==> src/rtl/dict_instr_expander.sv <==
// rtl/dict_instr_expander.sv - assembles dictionary-expanded field tokens into full instructions
//
// Ports:
//   clk, resetn      rising-edge clock, synchronous active-low reset
//   flush            discards the partial and the held instruction
//   tok_valid/ready  token handshake from the compressed fetch buffer
//   tok_is_key       token is a dictionary key (low KEY_WIDTH bits of tok_data)
//   tok_data         raw field or key
//   dict_key_out     key presented to the dictionary (combinational)
//   dict_val_in      dictionary value for dict_key_out, same cycle
//   out_valid/ready  instruction handshake to decode
//   out_instr        assembled instruction, field 0 in the low bits
//   out_key_mask     bit f set when field f came from the dictionary
//   instr_count      delivered instructions, saturating
module dict_instr_expander #(
  parameter int KEY_WIDTH  = 4,
  parameter int VAL_WIDTH  = 8,
  parameter int NUM_FIELDS = 4
) (
  input  logic                            clk,
  input  logic                            resetn,
  input  logic                            flush,
  input  logic                            tok_valid,
  output logic                            tok_ready,
  input  logic                            tok_is_key,
  input  logic [VAL_WIDTH-1:0]            tok_data,
  output logic [KEY_WIDTH-1:0]            dict_key_out,
  input  logic [VAL_WIDTH-1:0]            dict_val_in,
  output logic                            out_valid,
  input  logic                            out_ready,
  output logic [NUM_FIELDS*VAL_WIDTH-1:0] out_instr,
  output logic [NUM_FIELDS-1:0]           out_key_mask,
  output logic [15:0]                     instr_count
);

  localparam int IDX_W = (NUM_FIELDS > 1) ? $clog2(NUM_FIELDS) : 1;
  localparam logic [IDX_W-1:0] LAST_IDX = IDX_W'(NUM_FIELDS - 1);

  typedef enum logic {COLLECT, HOLD} state_t;

  state_t                state_q;
  logic [IDX_W-1:0]      idx_q;
  logic [VAL_WIDTH-1:0]  field_q [NUM_FIELDS];
  logic [NUM_FIELDS-1:0] mask_q;
  logic                  valid_q;
  logic [15:0]           count_q;

  logic                  accept;
  logic                  handshake;
  logic [VAL_WIDTH-1:0]  field_val;

  assign dict_key_out = tok_data[KEY_WIDTH-1:0];
  assign field_val    = tok_is_key ? dict_val_in : tok_data;

  // In HOLD a token may only enter in the cycle the held instruction leaves,
  // so the held fields are never overwritten while still on offer.
  assign tok_ready = ~flush & ((state_q == COLLECT) | out_ready);
  assign accept    = tok_valid & tok_ready;
  assign handshake = valid_q & out_ready;

  always_ff @(posedge clk) begin
    if (!resetn) begin
      state_q <= COLLECT;
      idx_q   <= '0;
      valid_q <= 1'b0;
      mask_q  <= '0;
      count_q <= '0;
      for (int i = 0; i < NUM_FIELDS; i++) begin
        field_q[i] <= '0;
      end
    end else if (flush) begin
      // Data registers keep their contents; only control state is discarded.
      state_q <= COLLECT;
      idx_q   <= '0;
      valid_q <= 1'b0;
    end else begin
      if (accept) begin
        field_q[idx_q] <= field_val;
        mask_q[idx_q]  <= tok_is_key;
      end

      if (handshake && count_q != 16'hFFFF) begin
        count_q <= count_q + 16'd1;
      end

      case (state_q)
        COLLECT: begin
          if (accept) begin
            if (idx_q == LAST_IDX) begin
              idx_q   <= '0;
              state_q <= HOLD;
              valid_q <= 1'b1;
            end else begin
              idx_q <= idx_q + IDX_W'(1);
            end
          end
        end
        HOLD: begin
          if (handshake) begin
            if (accept && NUM_FIELDS == 1) begin
              // A single-field instruction is complete with this one token.
              idx_q   <= '0;
              state_q <= HOLD;
              valid_q <= 1'b1;
            end else begin
              idx_q   <= accept ? IDX_W'(1) : '0;
              state_q <= COLLECT;
              valid_q <= 1'b0;
            end
          end
        end
        default: begin
          state_q <= COLLECT;
          idx_q   <= '0;
          valid_q <= 1'b0;
        end
      endcase
    end
  end

  for (genvar f = 0; f < NUM_FIELDS; f++) begin : g_pack
    assign out_instr[f*VAL_WIDTH +: VAL_WIDTH] = field_q[f];
  end

  assign out_valid    = valid_q;
  assign out_key_mask = mask_q;
  assign instr_count  = count_q;

endmodule

==> config.mk <==
export PLATFORM = sky130hd
export DESIGN_NAME = dict_instr_expander
export DESIGN_NICKNAME = d
export VERILOG_FILES = /design/src/rtl/dict_instr_expander.sv
export SDC_FILE = /design/constraint.sdc
export NUM_CORES = 1
export LEC_CHECK = 0
export ABC_AREA = 1
export CORE_ASPECT_RATIO = 1.4
export CORE_MARGIN = 1.5
export CORE_UTILIZATION = 51
export CTS_BUF_LIST = sky130_fd_sc_hd__clkbuf_16
export CTS_CLUSTER_DIAMETER = 50
export DETAILED_ROUTE_END_ITERATION = 16
export PLACE_DENSITY = 0.81
export SLEW_MARGIN = 5
export SYNTH_ARGS = -nofsm -noshare
export SYNTH_HDL_FRONTEND = slang
export SYNTH_SLANG_ARGS = --single-unit
==> constraint.sdc <==
create_clock -name clk -period 4.3 [get_ports clk]
set_clock_uncertainty 0.2 [all_clocks]
set_input_delay 0.86 -clock clk [delete_from_list [all_inputs] [get_ports clk]]
set_output_delay 0.86 -clock clk [all_outputs]
set_load 0.02 [all_outputs]
## After elaboration in Yosys (flattened, before gate mapping)

Memory sizes are Yosys's and may differ from the RTL's.
Cells that the tools add are included.

| cells by class | value |
|---|---|
| add/sub/neg operators | 2 |
| magnitude comparators | 2 |
| equality and inequality tests | 5 |
| mux-type cells | 25 |
| bitwise operators | 7 |
| reductions and logical operators | 8 |

Operators by type and width:

| cell | number |
|---|---|
| adder 16 x 1 -> 16 bit (second input constant) | 1 |
| 2-to-1 mux 8 bit | 2 |
| inequality test 16 bit (second input constant) | 1 |
| 2-to-1 mux 1 bit | 14 |
| 2-to-1 mux 2 bit | 4 |
| OR reduction 8 bit | 1 |
| AND reduction 2 bit | 3 |
| bitwise mux 4 bit | 1 |
| inequality test 2 x 1 -> 1 bit (second input constant) | 2 |
| case mux 1 bit (2 select lines) | 2 |
| case mux 2 bit (2 select lines) | 1 |
| bitwise AND 1 bit | 3 |
| < comparator 2 x 3 -> 1 bit (second input constant) | 1 |
| NOT 1 bit | 3 |
| AND reduction 3 bit | 1 |
| adder 2 x 1 -> 2 bit (second input constant) | 1 |
| demux 1 bit (select 2 bit) | 1 |
| equality test 2 bit (second input constant) | 1 |
| greater-or-equal comparator 2 x 1 -> 1 bit (second input constant) | 1 |
| logical AND 1 bit | 2 |
| inequality test 2 bit (second input constant) | 1 |
| OR reduction 2 bit | 1 |
| bitwise OR 1 bit | 1 |

| storage, ports and cells | value |
|---|---|
| register bits after elaboration | 24 |
| bits in writable memories | 32 |
| bits of input ports | 22 |
| output and inout bits | 58 |
| word-level logic and storage cells | 55 |
| memories kept | 1 |

Memory list:

| memory | depth | bits a word | read ports | clocked after Yosys merged registers in | wr ports | RTL line | source |
|---|---|---|---|---|---|---|---|
| field_q | 4 | 8 | 4 | 0 | 4 | 43 | `logic [VAL_WIDTH-1:0] field_q [NUM_FIELDS];` |

## Longest topological paths before layout

Gate-level depths: netlist of the first run.

| depth | value |
|---|---|
| depth in word-level cells | 10 |
| mapped depth | 10 |
| mapped depth without buffers | 10 |

## Least setup slack after synthesis of the first run

OpenSTA, ideal clock, no wires.

| path | value |
|---|---|
| path type | in2reg |
| start point | input port out_ready |
| end point | memory field_q[1][0], enable pin |
| setup time | 0.329 ns |
| arrival | 1.908 ns |
| required time | 3.771 ns |
| setup slack | 1.863 ns |
| stages on the path | 6 |
| buffers on the path | 0 |
| cell sequence | inv_1 -> a21oi_2 -> nand3_2 -> nor2_2 -> nand2_2 -> nand2_1 |

RTL lines:

| what | RTL line | source |
|---|---|---|
| start: declaration | 30 | `input logic out_ready,` |
| end: declaration | 43 |  |

## Worst setup path after layout of the first run

| path | value |
|---|---|
| start point | input port out_ready |
| end point | output port tok_ready |

| on the way | value |
|---|---|
| word-level cells in the longest chain between the ends | 2 |

RTL lines:

| what | RTL line | source |
|---|---|---|
| bitwise OR 1 bit | 57 | `assign tok_ready = ~flush & ((state_q == COLLECT) \| out_ready);` |
| bitwise AND 1 bit | 57 |  |
| end: declaration | 24 | `output logic tok_ready,` |

No other way between the ends.

==> summary.txt, run 1 <==
Yosys Warn Count = 0
number of buffers created by CTS = 5
Setup Fix Bufs, Post-CTS = 0
Async SR Flop Fraction = 0
total placed instance area = 3540 sq um
Vias = 2255
Setup-failing EPs final = 0
sequential fraction of the synthesis area = 0.529
post-CTS sizing = 0
Final Hold Viols = 0
initial antenna violation count = 0
RePlAce Congestion = 0.821
number of flops mapped to enable cells by yosys = 32
H-tree levels = 2
FF+latch count, synth = 56
fraction of layout cells with a size suffix above 1 = 0.108
Root Buffer = clkbuf_16
min-delay worst type = flip-flop to flip-flop
drt pass-1 iters = 5
post-route antenna net violation count = 0
Netlist cell types = 30
Core ar. = 5160 sq um
most frequent cells in the layout = clkdlybuf4s50_1 (79), nor2_1 (72), nand2_1 (51)
Max VDD drop = 0.000189 V
r2r setup slk = 2.26 ns
Die X = 64.8 microns
drt initial violations = 62
GR Overflow Total = 0
CP Class = input pin to primary output
Max FO, Critical Path = 2
first-pass GRT wire length = 9360 microns
Setup TNS = 0 ns
clk buf depth = 2
nets@finish = 415
Tot GR Track Use = 0.209
fin cells = 455
type of origin of the critical path = input pin
clk slew on worst S/H paths = 0.07 ns
Die ar. = 5790 sq um
final WL = 5800 microns
pwr dens = 302 nW/um^2
Tcrit/Tclk final = 0.765
total leakage power = 1.49 nW
largest net degree at the start of global routing = 27
Post-CTS Hold Buffers = 0
Die Y-Extent = 89.5 microns
max_cap viols = 0
net count after synthesis = 336
commonest non-fill, non-tap cell in the layout = clkdlybuf4s50_1
layout overhead on the synthesized area = 35.3%
WL/cell = 12.7 microns
status = complete, no violations
Data required, critical path = 3.24 ns
# port buffers = 79
Tot Pwr = 1.11 mW
Final Instance Area = 3690 sq um
pre-CTS setup slack = 1.01 ns
Synth Area per Inst = 8.82 sq um
WP data arrival = 2.23 ns
end-of-flow core utilization = 0.715
vias in the first global route = 2141
Initial Util = 0.528
# rows = 31
normalized max-slew margin = 0.501
hpwl dp = 4410 microns
Slew Limit Fails = 0
Mapped Cells = 309
# fillers = 411
Remaining DRCs = 0
synthesized area = 2720 sq um
Sinks on Clock Net = 56
n_diodes = 0
worst skew pair latency = 0.29 ns
FMAX = 0.304 GHz
WHS = 0.341 ns
I/O pins = 80
CP endpoint kind = primary output
placed insts = 447
crit path time final = 3.29 ns
Worst Max-Slew Pin Slew = 0.748 ns
RSZ-0062 raised after global routing = false
via-per-instance ratio = 4.96
Top FF cell, synth = edfxtp_1
setup ws final = 1.01 ns
CTS tree = yes
==> critical path: stages <==
cell,delay (ns)
clkdlybuf4s50_1,0.50
inv_1,0.08
a21oi_2,0.16
clkdlybuf4s50_1,0.62
==> metal layers <==
metal  track usage  vias to the layer above  routed length (microns)
met5             0                        -                        0
met4        0.0986                        0                      165
met3        0.0428                       17                      269
met2         0.392                       69                     3070
met1         0.224                     1032                     2300
li1              -                     1137                        -
==> path summary, 6_finish.rpt <==
kind | startpoint | endpoint | depth (start not counted)
worst max-delay path | out_ready | tok_ready | 4
worst min-delay path | instr_count[15]$_SDFFE_PN0P_ | instr_count[15]$_SDFFE_PN0P_ | 2
worst max register to register | instr_count[0]$_SDFFE_PN0P_ | instr_count[6]$_SDFFE_PN0P_ | 9
worst min register to register | instr_count[15]$_SDFFE_PN0P_ | instr_count[15]$_SDFFE_PN0P_ | 2
==> power breakdown <==
part	total [mW]	switching (mW)	leakage, nW	internal (mW)
Clock	0.403	0.186	0.0702	0.217
Sequential	0.586	0.00522	0.523	0.581
Combinational	0.123	0.0673	0.899	0.0560
Total	1.11	0.258	1.49	0.854
==> state kept, by name, indices dropped and copies added (netlist names) <==
signal,cells
idx_q,2
instr_count,16
out_key_mask,4
out_valid,1
field_q,32
state_q,1
==> cells by family after synthesis <==
kind of cell | after synthesis | synth area share
simple gates | 173 | 0.294
xor+xnor | 2 | 0.00643
mux | 8 | 0.0294
buf+inv | 45 | 0.0763
flops | 56 | 0.529
compound gates | 20 | 0.0413
fa+ha+maj | 5 | 0.0230
==> synth_stat cells, drive strengths merged (2+ instances only) <==
cell type	count	area, sq um
edfxtp	32	961
o21ai	6	30.0
buf	8	58.8
nand2	62	270
dfxtp	24	480
xor2	2	17.5
nor3	2	10.0
inv	34	128
nor2	81	337
a21oi	12	67.6
mux2i	8	80.1
ha	5	62.6
clkinv	2	7.51
nand3	25	165
==> area by class of cell <==
| cell class | instances | area, sq um | area share |
|---|---|---|---|
| Multi-Input combinational cell | 208 | 1070 | 0.292 |
| Inverter | 36 | 135 | 0.0367 |
| Sequential cell | 56 | 1440 | 0.391 |
| Clock buffer | 5 | 125 | 0.0339 |
| Tap cell | 66 | 82.6 | 0.0224 |
| Clock inverter | 3 | 21.3 | 0.00577 |
| Timing Repair Buffer | 81 | 806 | 0.219 |
No activity file was read; power rests on OpenSTA's default activity.
==> run 2: changes to the inputs <==
Settings changed: CORE_UTILIZATION 51 to 47, PLACE_DENSITY 0.81 to 0.76.
Clock period 4.3 ns to 3.3 ns, I/O delays scaled along.
==> run 2 against run 1 <==
Clock power rose by 31%. Highest routed layer unchanged. Flip-flop and latch count did not move. Core utilization fell by 5.2 points. Critical path depth did not move. Global-route usage fell by 0.13 points. Largest cell class unchanged. Sequential share of layout area barely moved. Worst setup slack got worse by 0.57 ns. Register-to-register slack got worse by 0.98 ns. Critical path type unchanged. Die area rose by 8.2%. Sequential power rose by 30%.
==> summary.txt, run 2 (same netlist as run 1, synthesis figures left out) <==
clk buf depth = 2 (unchanged)
CP Class = input pin to primary output (unchanged)
worst skew pair latency = 0.29 ns (about the same)
Tot GR Track Use = 0.208 (was 0.209)
Max VDD drop = 0.000284 V (was 0.000189 V)
Setup-failing EPs final = 0 (unchanged)
CP bufs+invs = 3 (unchanged)
Post-CTS Hold Buffers = 0 (unchanged)
type of origin of the critical path = input pin (unchanged)
total leakage power = 1.50 nW (was 1.49 nW)
crit-path leading delay family = buffers and inverters (unchanged)
post-route antenna net violation count = 0 (unchanged)
pre-CTS setup slack = 0.450 ns (was 1.01 ns)
critical path cell sequence = clkdlybuf4s50_1 -> inv_1 -> a21oi_2 -> clkdlybuf4s50_1 (unchanged)
Vias = 2264 (was 2255)
Core ar. = 5570 sq um (was 5160 sq um)
max reg flops = 32 (unchanged)
largest net degree at the start of global routing = 26 (was 27)
Critical Path Max Stage Delay = 0.63 ns (was 0.62 ns)
nets@finish = 415 (unchanged)
Biggest register = field_q (unchanged)
WL/cell = 13.1 microns (was 12.7 microns)
I/O pins = 80 (unchanged)
FMAX = 0.349 GHz
Root Buffer = clkbuf_16 (unchanged)
placed insts = 449 (was 447)
number of buffers created by CTS = 5 (unchanged)
Max FO, Critical Path = 2 (unchanged)
normalized max-slew margin = 0.518 (was 0.501)
CTS tree = yes (unchanged)
Slowest cell on crit path = clkdlybuf4s50_1 (unchanged)
status = complete, no violations (unchanged)
via-per-instance ratio = 4.95 (was 4.96)
Data required, critical path = 2.44 ns (was 3.24 ns)
Setup Fix Bufs, Post-CTS = 0 (unchanged)
Die ar. = 6270 sq um (was 5790 sq um)
crit path time final = 2.86 ns
fraction of layout cells with a size suffix above 1 = 0.108 (unchanged)
CP most frequent cell = clkdlybuf4s50_1 (unchanged)
post-CTS sizing = 0 (unchanged)
Multi-input gate area = 1070 sq um (unchanged)
most frequent cells in the layout = clkdlybuf4s50_1 (79), nor2_1 (72), nand2_1 (51) (unchanged)
Initial Util = 0.489 (was 0.528)
RSZ-0062 raised after global routing = false (unchanged)
RePlAce Congestion = 0.822 (was 0.821)
drt initial violations = 92 (was 62)
Slew Limit Fails = 0 (unchanged)
initial antenna violation count = 0 (unchanged)
first-pass GRT wire length = 9800 microns (was 9360 microns)
max_cap viols = 0 (unchanged)
final WL = 5990 microns (was 5800 microns)
setup ws final = 0.438 ns (was 1.01 ns)
Sinks on Clock Net = 56 (unchanged)
Setup TNS = 0 ns (unchanged)
Worst Max-Slew Pin Slew = 0.723 ns (was 0.748 ns)
GR Overflow Total = 0 (unchanged)
H-tree levels = 2 (unchanged)
Tcrit/Tclk final = 0.867
# port buffers = 79 (unchanged)
clk slew on worst S/H paths = 0.07 ns (about the same)
Die Y-Extent = 93.1 microns (was 89.5 microns)
hpwl dp = 4610 microns (was 4410 microns)
Remaining DRCs = 0 (unchanged)
Register Area = 1440 sq um (unchanged)
n_diodes = 0 (unchanged)
drt pass-1 iters = 4 (was 5)
pwr dens = 394 nW/um^2 (was 302 nW/um^2)
min-delay worst type = flip-flop to flip-flop (unchanged)
# rows = 32 (was 31)
layout overhead on the synthesized area = 35.5% (was 35.3%)
CP endpoint kind = primary output (unchanged)
vias in the first global route = 2151 (was 2141)
WP data arrival = 2.00 ns (was 2.23 ns)
Final Hold Viols = 0 (unchanged)
commonest non-fill, non-tap cell in the layout = clkdlybuf4s50_1 (unchanged)
Die X = 67.3 microns (was 64.8 microns)
# fillers = 473 (was 411)
fin cells = 457 (was 455)
-- run 2: cell types whose count changed in the layout (fill, tap and decap cells not counted) --
cell        previous run  this run
clkinv_4               0         1
clkinvlp_4             1         0
-- run 2: layout make-up --
class,instances,share of cell area
Sequential cell,56,0.391
Multi-Input combinational cell,208,0.291
Timing Repair Buffer,81,0.218
Inverter,36,0.0366
Clock buffer,5,0.0339
Tap cell,68,0.0231
Clock inverter,3,0.00610
-- run 2: layer usage --
metal	global-route usage	part of all wire	vias to the layer above
met4	0.104	0.031	0
met1	0.221	0.40	1033
met3	0.0373	0.049	16
met2	0.380	0.52	66
li1	-	-	1149
met5	0	0	-
-- run 2: power breakdown --
group | internal, mW | switching (mW) | leakage [nW]
sequential | 0.757 | 0.00616 | 0.523
clock | 0.284 | 0.244 | 0.0742
combinational | 0.0730 | 0.0875 | 0.899
-- run 2: final timing paths --
| check | from | to | slack (ns) | depth (start not counted) |
|---|---|---|---|---|
| max | out_ready | tok_ready | 0.44 | 4 |
| min | instr_count[15]$_SDFFE_PN0P_ | instr_count[15]$_SDFFE_PN0P_ | 0.33 | 2 |
| max reg2reg | instr_count[0]$_SDFFE_PN0P_ | instr_count[6]$_SDFFE_PN0P_ | 1.28 | 9 |
| min reg2reg | instr_count[15]$_SDFFE_PN0P_ | instr_count[15]$_SDFFE_PN0P_ | 0.33 | 2 |
-- run 2: worst register-to-register path, cell delays in order (launching register included) --
cell and delay, ns:
dfxtp_1 0.35, ha_1 0.24, nand2_2 0.09, nor2_4 0.05
nand2_4 0.08, nor2_2 0.05, nor2_2 0.55, nand3_1 0.16
nand2_1 0.11, nor2_1 0.04
-- run 2: stage by stage --
stage / hold slack, ns / utilization / power [mW] / cell area, sq um
floorplan: 0.307 / - / 0.859 / 2720
global placement: 0.326 / 0.636 / 0.938 / 3540
detailed placement: 0.319 / 0.636 / 0.940 / 3540
CTS: 0.335 / 0.663 / 1.46 / 3690
global route: 0.366 / 0.663 / 1.50 / 3690
finish: 0.331 / 0.663 / 1.45 / 3690
